File: config.mk
export PLATFORM = sky130hd
export DESIGN_NAME = sdram_frame_reader_flat
export DESIGN_NICKNAME = d
export VERILOG_FILES = /design/src/rtl/sdram_frame_reader_if.sv /design/src/rtl/sdram_frame_reader.sv /design/src/flat_wrapper.sv
export SDC_FILE = /design/constraint.sdc
export NUM_CORES = 1
export LEC_CHECK = 0
export CAP_MARGIN = 20
export CORE_ASPECT_RATIO = 1.1
export CORE_UTILIZATION = 57
export DETAILED_ROUTE_END_ITERATION = 6
export GPL_ROUTABILITY_DRIVEN = 1
export MAX_ROUTING_LAYER = met4
export PLACE_DENSITY_LB_ADDON = 0.25
export SLEW_MARGIN = 20
export SYNTH_ARGS = -nofsm -noshare
export SYNTH_HDL_FRONTEND = slang
export SYNTH_SLANG_ARGS = --single-unit
File: constraint.sdc
create_clock -name CLK -period 7.8 [get_ports CLK]
set_input_delay 1.56 -clock CLK [delete_from_list [all_inputs] [get_ports CLK]]
set_output_delay 1.56 -clock CLK [all_outputs]
set_load 0.01 [all_outputs]
File: src/rtl/sdram_frame_reader_if.sv
// Signal bundle between the frame reader, the SDRAM read-port FIFO and the pixel sink.
// Pixel handshake: a beat transfers on a clock edge where PIX_VALID & PIX_READY are both high;
// once PIX_VALID is high, PIX_DATA and the SOF/EOL/EOF markers hold until that transfer.
interface sdram_frame_reader_if #(
  parameter int DSIZE = 16
);
  logic             FRAME_START;
  logic [DSIZE-1:0] RD_DATA;
  logic             RD_EMPTY;
  logic [15:0]      RD_USE;
  logic             RD;
  logic             RD_LOAD;
  logic [DSIZE-1:0] PIX_DATA;
  logic             PIX_VALID;
  logic             PIX_READY;
  logic             PIX_SOF;
  logic             PIX_EOL;
  logic             PIX_EOF;
  logic             BUSY;
  logic             UNDERRUN;
  logic [2:0]       DBG_STATE;

  modport master (
    input  FRAME_START, RD_DATA, RD_EMPTY, RD_USE, PIX_READY,
    output RD, RD_LOAD, PIX_DATA, PIX_VALID, PIX_SOF, PIX_EOL, PIX_EOF,
           BUSY, UNDERRUN, DBG_STATE
  );

  modport slave (
    output FRAME_START, RD_DATA, RD_EMPTY, RD_USE, PIX_READY,
    input  RD, RD_LOAD, PIX_DATA, PIX_VALID, PIX_SOF, PIX_EOL, PIX_EOF,
           BUSY, UNDERRUN, DBG_STATE
  );
endinterface

File: src/rtl/sdram_frame_reader.sv
// Drains one SDRAM controller read FIFO and presents a frame as a valid/ready pixel stream
// with SOF/EOL/EOF markers; reloads the port at each frame start and flags underruns.
module sdram_frame_reader #(
  parameter int DSIZE       = 16,
  parameter int H_ACTIVE    = 320,
  parameter int V_ACTIVE    = 240,
  parameter int LOAD_CYCLES = 4,
  parameter int PRIME_LEVEL = 64
) (
  input logic                  CLK,
  input logic                  RESET,
  sdram_frame_reader_if.master bus
);

  localparam int XW = (H_ACTIVE > 1) ? $clog2(H_ACTIVE) : 1;
  localparam int YW = (V_ACTIVE > 1) ? $clog2(V_ACTIVE) : 1;
  localparam int NW = $clog2(H_ACTIVE * V_ACTIVE + 1);
  localparam int LW = (LOAD_CYCLES > 1) ? $clog2(LOAD_CYCLES) : 1;

  localparam logic [XW-1:0] X_LAST  = XW'(H_ACTIVE - 1);
  localparam logic [YW-1:0] Y_LAST  = YW'(V_ACTIVE - 1);
  localparam logic [NW-1:0] N_PIX   = NW'(H_ACTIVE * V_ACTIVE);
  localparam logic [LW-1:0] L_LAST  = LW'(LOAD_CYCLES - 1);
  localparam logic [15:0]   P_LEVEL = 16'(PRIME_LEVEL);

  typedef enum logic [2:0] {
    S_IDLE   = 3'd0,
    S_LOAD   = 3'd1,
    S_PRIME  = 3'd2,
    S_STREAM = 3'd3,
    S_DONE   = 3'd4
  } state_t;

  state_t           r_state;
  state_t           w_next;
  logic [LW-1:0]    r_load_cnt;
  logic [XW-1:0]    r_x;
  logic [YW-1:0]    r_y;
  logic [NW-1:0]    r_issued;
  logic [DSIZE-1:0] r_buf0;
  logic [DSIZE-1:0] r_buf1;
  logic [1:0]       r_count;
  logic             r_inflight;
  logic             r_underrun;

  logic       w_rd;
  logic       w_rd_load;
  logic       w_valid;
  logic       w_pop;
  logic       w_push;
  logic       w_eol;
  logic       w_eof;
  logic [2:0] w_occ;

  assign w_valid = (r_count != 2'd0);
  assign w_pop   = w_valid & bus.PIX_READY;
  assign w_push  = r_inflight & (r_state == S_STREAM);
  assign w_eol   = (r_x == X_LAST);
  assign w_eof   = w_eol & (r_y == Y_LAST);
  // Slots spoken for after this edge: the pop frees one, so a full-rate stream never bubbles.
  assign w_occ   = {1'b0, r_count} + {2'b00, r_inflight} - {2'b00, w_pop};

  always_ff @(posedge CLK) begin
    if (RESET) r_state <= S_IDLE;
    else       r_state <= w_next;
  end

  always_comb begin
    w_next    = r_state;
    w_rd      = 1'b0;
    w_rd_load = 1'b0;
    case (r_state)
      S_IDLE: begin
        if (bus.FRAME_START) w_next = S_LOAD;
      end
      S_LOAD: begin
        w_rd_load = 1'b1;
        if (bus.FRAME_START)          w_next = S_LOAD;
        else if (r_load_cnt == L_LAST) w_next = S_PRIME;
      end
      S_PRIME: begin
        if (bus.FRAME_START) w_next = S_LOAD;
        else if ((bus.RD_USE >= P_LEVEL) && !bus.RD_EMPTY) w_next = S_STREAM;
      end
      S_STREAM: begin
        w_rd = !bus.FRAME_START && !bus.RD_EMPTY && (w_occ < 3'd2) && (r_issued < N_PIX);
        if (bus.FRAME_START)  w_next = S_LOAD;
        else if (w_pop && w_eof) w_next = S_DONE;
      end
      S_DONE: begin
        if (bus.FRAME_START) w_next = S_LOAD;
        else                 w_next = S_IDLE;
      end
      default: w_next = S_IDLE;
    endcase
  end

  always_ff @(posedge CLK) begin
    if (RESET || bus.FRAME_START || (r_state != S_LOAD)) r_load_cnt <= '0;
    else                                                 r_load_cnt <= r_load_cnt + LW'(1);
  end

  always_ff @(posedge CLK) begin
    if (RESET) begin
      r_inflight <= 1'b0;
      r_underrun <= 1'b0;
      r_x        <= '0;
      r_y        <= '0;
      r_issued   <= '0;
      r_buf0     <= '0;
      r_buf1     <= '0;
      r_count    <= 2'd0;
    end else begin
      r_inflight <= w_rd;
      if (bus.FRAME_START)
        r_underrun <= 1'b0;
      else if ((r_state == S_STREAM) && bus.PIX_READY && (r_count == 2'd0) &&
               !r_inflight && bus.RD_EMPTY)
        r_underrun <= 1'b1;

      // A restart or any non-streaming state discards buffered and in-flight words.
      if (bus.FRAME_START || (r_state != S_STREAM)) begin
        r_x      <= '0;
        r_y      <= '0;
        r_issued <= '0;
        r_buf0   <= '0;
        r_buf1   <= '0;
        r_count  <= 2'd0;
      end else begin
        if (w_rd) r_issued <= r_issued + NW'(1);
        if (w_pop) begin
          if (w_eol) begin
            r_x <= '0;
            r_y <= (r_y == Y_LAST) ? '0 : r_y + YW'(1);
          end else begin
            r_x <= r_x + XW'(1);
          end
        end
        case ({w_push, w_pop})
          2'b10: begin
            if (r_count == 2'd0) r_buf0 <= bus.RD_DATA;
            else                 r_buf1 <= bus.RD_DATA;
            r_count <= r_count + 2'd1;
          end
          2'b01: begin
            r_buf0  <= r_buf1;
            r_count <= r_count - 2'd1;
          end
          2'b11: begin
            if (r_count == 2'd1) begin
              r_buf0 <= bus.RD_DATA;
            end else begin
              r_buf0 <= r_buf1;
              r_buf1 <= bus.RD_DATA;
            end
          end
          default: ;
        endcase
      end
    end
  end

  assign bus.RD        = w_rd;
  assign bus.RD_LOAD   = w_rd_load;
  assign bus.PIX_DATA  = r_buf0;
  assign bus.PIX_VALID = w_valid;
  assign bus.PIX_SOF   = w_valid && (r_x == '0) && (r_y == '0);
  assign bus.PIX_EOL   = w_valid && w_eol;
  assign bus.PIX_EOF   = w_valid && w_eof;
  assign bus.BUSY      = (r_state != S_IDLE);
  assign bus.UNDERRUN  = r_underrun;
  assign bus.DBG_STATE = r_state;

endmodule

File: src/flat_wrapper.sv
// flat-port wrapper written by rule: the top's interface ports become plain ports
module sdram_frame_reader_flat 
#(
  parameter int DSIZE       = 16,
  parameter int H_ACTIVE    = 320,
  parameter int V_ACTIVE    = 240,
  parameter int LOAD_CYCLES = 4,
  parameter int PRIME_LEVEL = 64
)
  (CLK, RESET, bus_FRAME_START, bus_RD_DATA, bus_RD_EMPTY, bus_RD_USE, bus_PIX_READY, bus_RD, bus_RD_LOAD, bus_PIX_DATA, bus_PIX_VALID, bus_PIX_SOF, bus_PIX_EOL, bus_PIX_EOF, bus_BUSY, bus_UNDERRUN, bus_DBG_STATE);
  sdram_frame_reader_if #(.DSIZE(DSIZE)) bus_i ();
  input logic CLK;
  input logic RESET;
  input wire logic [$bits(bus_i.FRAME_START)-1:0] bus_FRAME_START;
  input wire logic [$bits(bus_i.RD_DATA)-1:0] bus_RD_DATA;
  input wire logic [$bits(bus_i.RD_EMPTY)-1:0] bus_RD_EMPTY;
  input wire logic [$bits(bus_i.RD_USE)-1:0] bus_RD_USE;
  input wire logic [$bits(bus_i.PIX_READY)-1:0] bus_PIX_READY;
  output wire logic [$bits(bus_i.RD)-1:0] bus_RD;
  output wire logic [$bits(bus_i.RD_LOAD)-1:0] bus_RD_LOAD;
  output wire logic [$bits(bus_i.PIX_DATA)-1:0] bus_PIX_DATA;
  output wire logic [$bits(bus_i.PIX_VALID)-1:0] bus_PIX_VALID;
  output wire logic [$bits(bus_i.PIX_SOF)-1:0] bus_PIX_SOF;
  output wire logic [$bits(bus_i.PIX_EOL)-1:0] bus_PIX_EOL;
  output wire logic [$bits(bus_i.PIX_EOF)-1:0] bus_PIX_EOF;
  output wire logic [$bits(bus_i.BUSY)-1:0] bus_BUSY;
  output wire logic [$bits(bus_i.UNDERRUN)-1:0] bus_UNDERRUN;
  output wire logic [$bits(bus_i.DBG_STATE)-1:0] bus_DBG_STATE;
  assign bus_i.FRAME_START = bus_FRAME_START;
  assign bus_i.RD_DATA = bus_RD_DATA;
  assign bus_i.RD_EMPTY = bus_RD_EMPTY;
  assign bus_i.RD_USE = bus_RD_USE;
  assign bus_i.PIX_READY = bus_PIX_READY;
  assign bus_RD = bus_i.RD;
  assign bus_RD_LOAD = bus_i.RD_LOAD;
  assign bus_PIX_DATA = bus_i.PIX_DATA;
  assign bus_PIX_VALID = bus_i.PIX_VALID;
  assign bus_PIX_SOF = bus_i.PIX_SOF;
  assign bus_PIX_EOL = bus_i.PIX_EOL;
  assign bus_PIX_EOF = bus_i.PIX_EOF;
  assign bus_BUSY = bus_i.BUSY;
  assign bus_UNDERRUN = bus_i.UNDERRUN;
  assign bus_DBG_STATE = bus_i.DBG_STATE;
  sdram_frame_reader #(.DSIZE(DSIZE), .H_ACTIVE(H_ACTIVE), .V_ACTIVE(V_ACTIVE), .LOAD_CYCLES(LOAD_CYCLES), .PRIME_LEVEL(PRIME_LEVEL)) u_core (.CLK(CLK), .RESET(RESET), .bus(bus_i));
endmodule
======== Word-level counts from Yosys, hierarchy flattened ========
Cells that the tools add are included.
storage, ports and cells
  word-level logic and storage cells ...... 98
  bits in registers ....................... 75
cells by class
  bitwise gates (word level) .............. 3
  $lt $le $gt $ge ......................... 3
  mux-type cells .......................... 20
  $add $sub $neg .......................... 8
  reductions and logical operators ........ 34
  equal/unequal tests ..................... 20
operators by type and width
  operator                                                                              number
  16-bit two-way mux                                                                    4
  16-bit one-hot mux with 3 select lines                                                1
  16-bit one-hot mux with 2 select lines                                                1
  3-bit two-way mux                                                                     7
  17-bit by 1-bit adder with 17-bit output, second input constant                       1
  17-bit < comparator, second input constant                                            1
  16-bit by 7-bit greater-or-equal comparator with 1-bit output, second input constant  1
  3-bit one-hot mux with 5 select lines                                                 1
  1-bit logical AND                                                                     13
  9-bit by 1-bit adder with 9-bit output, second input constant                         1
  9-bit equality test, second input constant                                            1
  9-bit logical NOT                                                                     1
  9-bit two-way mux                                                                     1
  3-bit by 2-bit inequality test with 1-bit output, second input constant               3
  8-bit by 1-bit adder with 8-bit output, second input constant                         1
  8-bit equality test, second input constant                                            1
  8-bit logical NOT                                                                     1
  8-bit two-way mux                                                                     1
  2-bit equality test, second input constant                                            3
  3-bit by 2-bit equality test with 1-bit output, second input constant                 2
  2-bit inequality test, second input constant                                          3
  2-bit nonzero test                                                                    3
  3-bit nonzero test                                                                    2
  2-bit by 1-bit adder with 2-bit output, second input constant                         2
  other kinds (21)                                                                      32

======== Depth between registers and ports, before layout ========
  word-level depth ........................ 7
  mapped depth ............................ 14
  gate-level depth less buffers ........... 13

======== Worst setup path before layout ========
No wires, ideal clock.
  kind .................................... in2out
  start ................................... input bus_PIX_READY
  end ..................................... output bus_RD
  path buffers ............................ 1
  cell stages on the path ................. 9
  required time ........................... 6.240 ns
  setup slack ............................. 2.759 ns
  data arrival time ....................... 3.481 ns
  cells stage by stage .................... nand2_1 > clkinv_1 > ha_1 > nand2b_1 > fa_1 > nor2b_1 > o2111ai_1 > clkbuf_1 > inv_1
between the ends
  word-level cells in the longest chain between the ends .. 6
ends and longest elaborated chain
  item                                           RTL line                  RTL
  start: declaration                             flat_wrapper.sv:18        input wire logic [$bits(bus_i.PIX_READY)-1:0] bus_PIX_READY;
  1-bit bitwise AND                              sdram_frame_reader.sv:56  assign w_pop = w_valid & bus.PIX_READY;
  via u_core.w_pop                               sdram_frame_reader.sv:49  logic w_pop;
  3-bit by 1-bit subtractor with 3-bit output    sdram_frame_reader.sv:61  assign w_occ = {1'b0, r_count} + {2'b00, r_inflight} - {2'b00, w_pop};
  3-bit by 2-bit < comparator with 1-bit output  sdram_frame_reader.sv:86  w_rd = !bus.FRAME_START && !bus.RD_EMPTY && (w_occ < 3'd2) && (r_issued < N_PIX);
  1-bit logical AND (2 in a row)                 sdram_frame_reader.sv:86
  1-bit two-way mux                              sdram_frame_reader.sv:72  case (r_state)
  end: declaration                               flat_wrapper.sv:19        output wire logic [$bits(bus_i.RD)-1:0] bus_RD;
The timed path passes the listed nets, and every way through them passes these cells.

======== Worst setup path after layout ========
Ends and elaborated chain as after synthesis.

==> impl_metrics.toml <==
[run_status]
status = "completed"

[sta]
period_share_pct = 78.00
drv_slew = 0
fin_crit_ns = 6.084
fin_tns_setup_ns = 0
setup_viol = 0
slew_headroom_pct = 31.98
skew_ns = 0.01084
clock.fmax_mhz = 164.4
worst_slew_pin_slew_ns = 1.020
rsz0062_at_grt = "no"
timing_hold_violations_final = 0

[clock_tree]
post_cts_resized = 0
htree_levels = 3
cts_tree = "built"
cts_buffer_depth = 2
cts_buffers = 9
post_cts_buffers = 0
clock-root-buffer = "clkbuf_8"
clock_latency_ns = 0.35
cts.sinks = 75
cts_hold_buf = 0
clk_pin_slew_ns = 0.08

[finish]
nFillCells = 496
seq_area_sq_mm = 0.001501
drive_gt1_share_pct = 5.870
syn_to_final_growth_pct = 22.14
fin_util_pct = 71.86
multiInputGateArea_sq_mm = 0.001951
antennaDiodeCount = 0
nets = 505

[place]
gp_congestion = 0.8591
portBuffers = 57
hpwl_um = 5463

[yosys]
async_flop_share_pct = 0
avgSynthCellArea_sq_um = 8.801
synth_warnings = 0
yosys_most_used_dff = "dfxtp_1"
synthAdderAreaFrac_pct = 4.727
synthCells = 409
synth-seq-cells = 75
synth-xor-area-share_pct = 3.406
synth_area_leaders = "dfxtp_1, nor2_1, mux2i_1"
yosys.cell_count.top_type = "dfxtp_1"
synth_top_area_cell = "dfxtp_1"
ys_types = 53
synth_enable_flop_cells = 0
ys_seq_area_share_pct = 41.71
synthTopCellsByCount = "dfxtp_1, nor2_1, nand2_1"
synth_simple_gate_area_share_pct = 23.01
synth_compound_area_share_pct = 16.79
synth_top_family_by_area = "simple AND/OR/NAND/NOR gates"
syn-num-nets = 459
syn_area_sq_mm = 0.003600
yosysTopAreaCellShare_pct = 41.71
synthMuxAreaShare_pct = 5.874

[grt]
antenna_found_initial = 0
track_usage_pct = 26.23
overflow = 0
grt_start_max_net_pins = 57
grt_pass1_wl_um = 13340
first_global_vias = 3022

[die]
die_area_sq_mm = 0.006637
die_y_um = 85.35
rows = 30
die_x_um = 77.77
ios = 64
core_area_sq_mm = 0.006118
start_util_pct = 58.83

[power]
p_clk_share_pct = 42.2
pwr-share-comb_pct = 4.2
swShare_pct = 21.93
p_sw_mw = 0.1573
powerDensity_mw_per_mm2 = 163.2
ir_drop_mv = 0.2147
power_leakage_nw = 1.430
power_frac_seq_pct = 53.6
internal_power_mw = 0.5602

[worst_setup_path]
crit_end = "bus_RD"
r2r_setup_slack_ns = 4.04
crit_required_ns = 6.24
startpoint_type = "primary input"
critPathKind = "primary input to primary output"
worstRegToRegCells = 13
end_kind = "primary output"
r2r-start = "u_core.r_count[1]"
startpoint = "bus_PIX_READY"
crit_arrival_ns = 4.52
critPathMaxFanout = 12
worst_r2r_endpoint = "u_core.r_issued[6]"

[worst_hold_path]
min_path_type = "flop to flop"

[route]
wirelength_um = 7933
remaining_drc_errors = 0
ant_nets = 0
vias = 3268
drtPass1Iterations = 5
wire_per_inst_um = 14.69
drtIter0Drc = 191
routed_via_density = 6.052

[job]
maxCapViolCount = 0
## critical path: stages
cell             delay (ns)
clkdlybuf4s50_1        0.45
nand2_1                0.19
clkinv_1               0.32
ha_1                   0.38
nand2b_1               0.15
fa_1                   0.47
nor2b_1                0.16
o2111ai_2              0.16
inv_1                  0.14
clkdlybuf4s50_1        0.54
## per-stage QoR
stage / instances / instance area, sq um / hold WS, ns / worst slack, ns / power, mW
finish: 540 / 4397 / 0.4386 / 1.716 / 0.7175
global route: 540 / 4397 / 0.4616 / 1.548 / 0.7411
CTS: 540 / 4392 / 0.4584 / 1.694 / 0.7233
detailed placement: 524 / 4189 / 0.4503 / 1.715 / 0.4234
global placement: 524 / 4189 / 0.4088 / 1.767 / 0.4225
floorplan: 409 / 3600 / 0.3962 / 2.759 / 0.4019
## placed cells by master (no fill, tap or decap), types with 10 or more instances in the layout
cell             count
clkdlybuf4s50_1     57
clkbuf_8            10
a21oi_1             17
ha_1                12
dfxtp_1             75
a22oi_1             17
a211oi_1            18
nand3_1             12
nor2_1              60
inv_1               16
nand2_1             24
nor4_1              12
o31ai_1             11
mux2i_1             20
or4_1               11
## cells by family after synthesis
kind of cell | after synthesis
compound gates | 85
xor+xnor | 14
fa+ha+maj | 13
buf+inv | 40
flops | 75
mux | 21
simple gates | 161
## power by group through the flow
stage / Sequential (mW) / Combinational [mW] / Clock [mW]
floorplan: 0.393 / 0.00848 / 0
global placement: 0.393 / 0.0291 / 0
detailed placement: 0.394 / 0.0298 / 0
CTS: 0.385 / 0.0299 / 0.309
global route: 0.385 / 0.0327 / 0.324
finish: 0.384 / 0.0300 / 0.303
## cell type report
cell class	count	area share (%)
multi-input combinational	294	44.37
sequential	75	34.15
timing repair buffer	58	13.15
clock buffer	10	3.130
tap	80	2.277
clock inverter	6	1.480
inverter	17	1.451
## per-layer routing
metal / vias up / global-route usage (%) / wire [um]
met5: - / - / 0
met4: 0 / 14.07 / 172
met3: 14 / 5.699 / 453
met2: 116 / 43.77 / 3862
met1: 1552 / 29.20 / 3444
li1: 1586 / - / -
## state kept, by name, summed over array words and instances (netlist names)
name	count
u_core.r_y	8
u_core.r_count	2
u_core.bus.PIX_DATA	16
u_core.r_load_cnt	2
u_core.bus.DBG_STATE	3
u_core.r_buf1	16
u_core.r_inflight	1
u_core.r_issued	17
u_core.r_x	9
u_core.bus.UNDERRUN	1
## worst min-delay path by stage
stage	from	to	slack, ns	cells past startpoint
after global routing	u_core.r_load_cnt[0]	u_core.r_load_cnt[0]	0.46	1
after floorplan	u_core.r_load_cnt[0]	u_core.r_load_cnt[0]	0.40	1
after CTS	u_core.r_load_cnt[0]	u_core.r_load_cnt[0]	0.46	1
after detailed placement	u_core.r_load_cnt[0]	u_core.r_load_cnt[0]	0.45	1
final	u_core.r_load_cnt[0]	u_core.r_load_cnt[0]	0.44	1
after global placement	u_core.r_load_cnt[0]	u_core.r_load_cnt[0]	0.41	1
(Power assumes the default switching activity.)
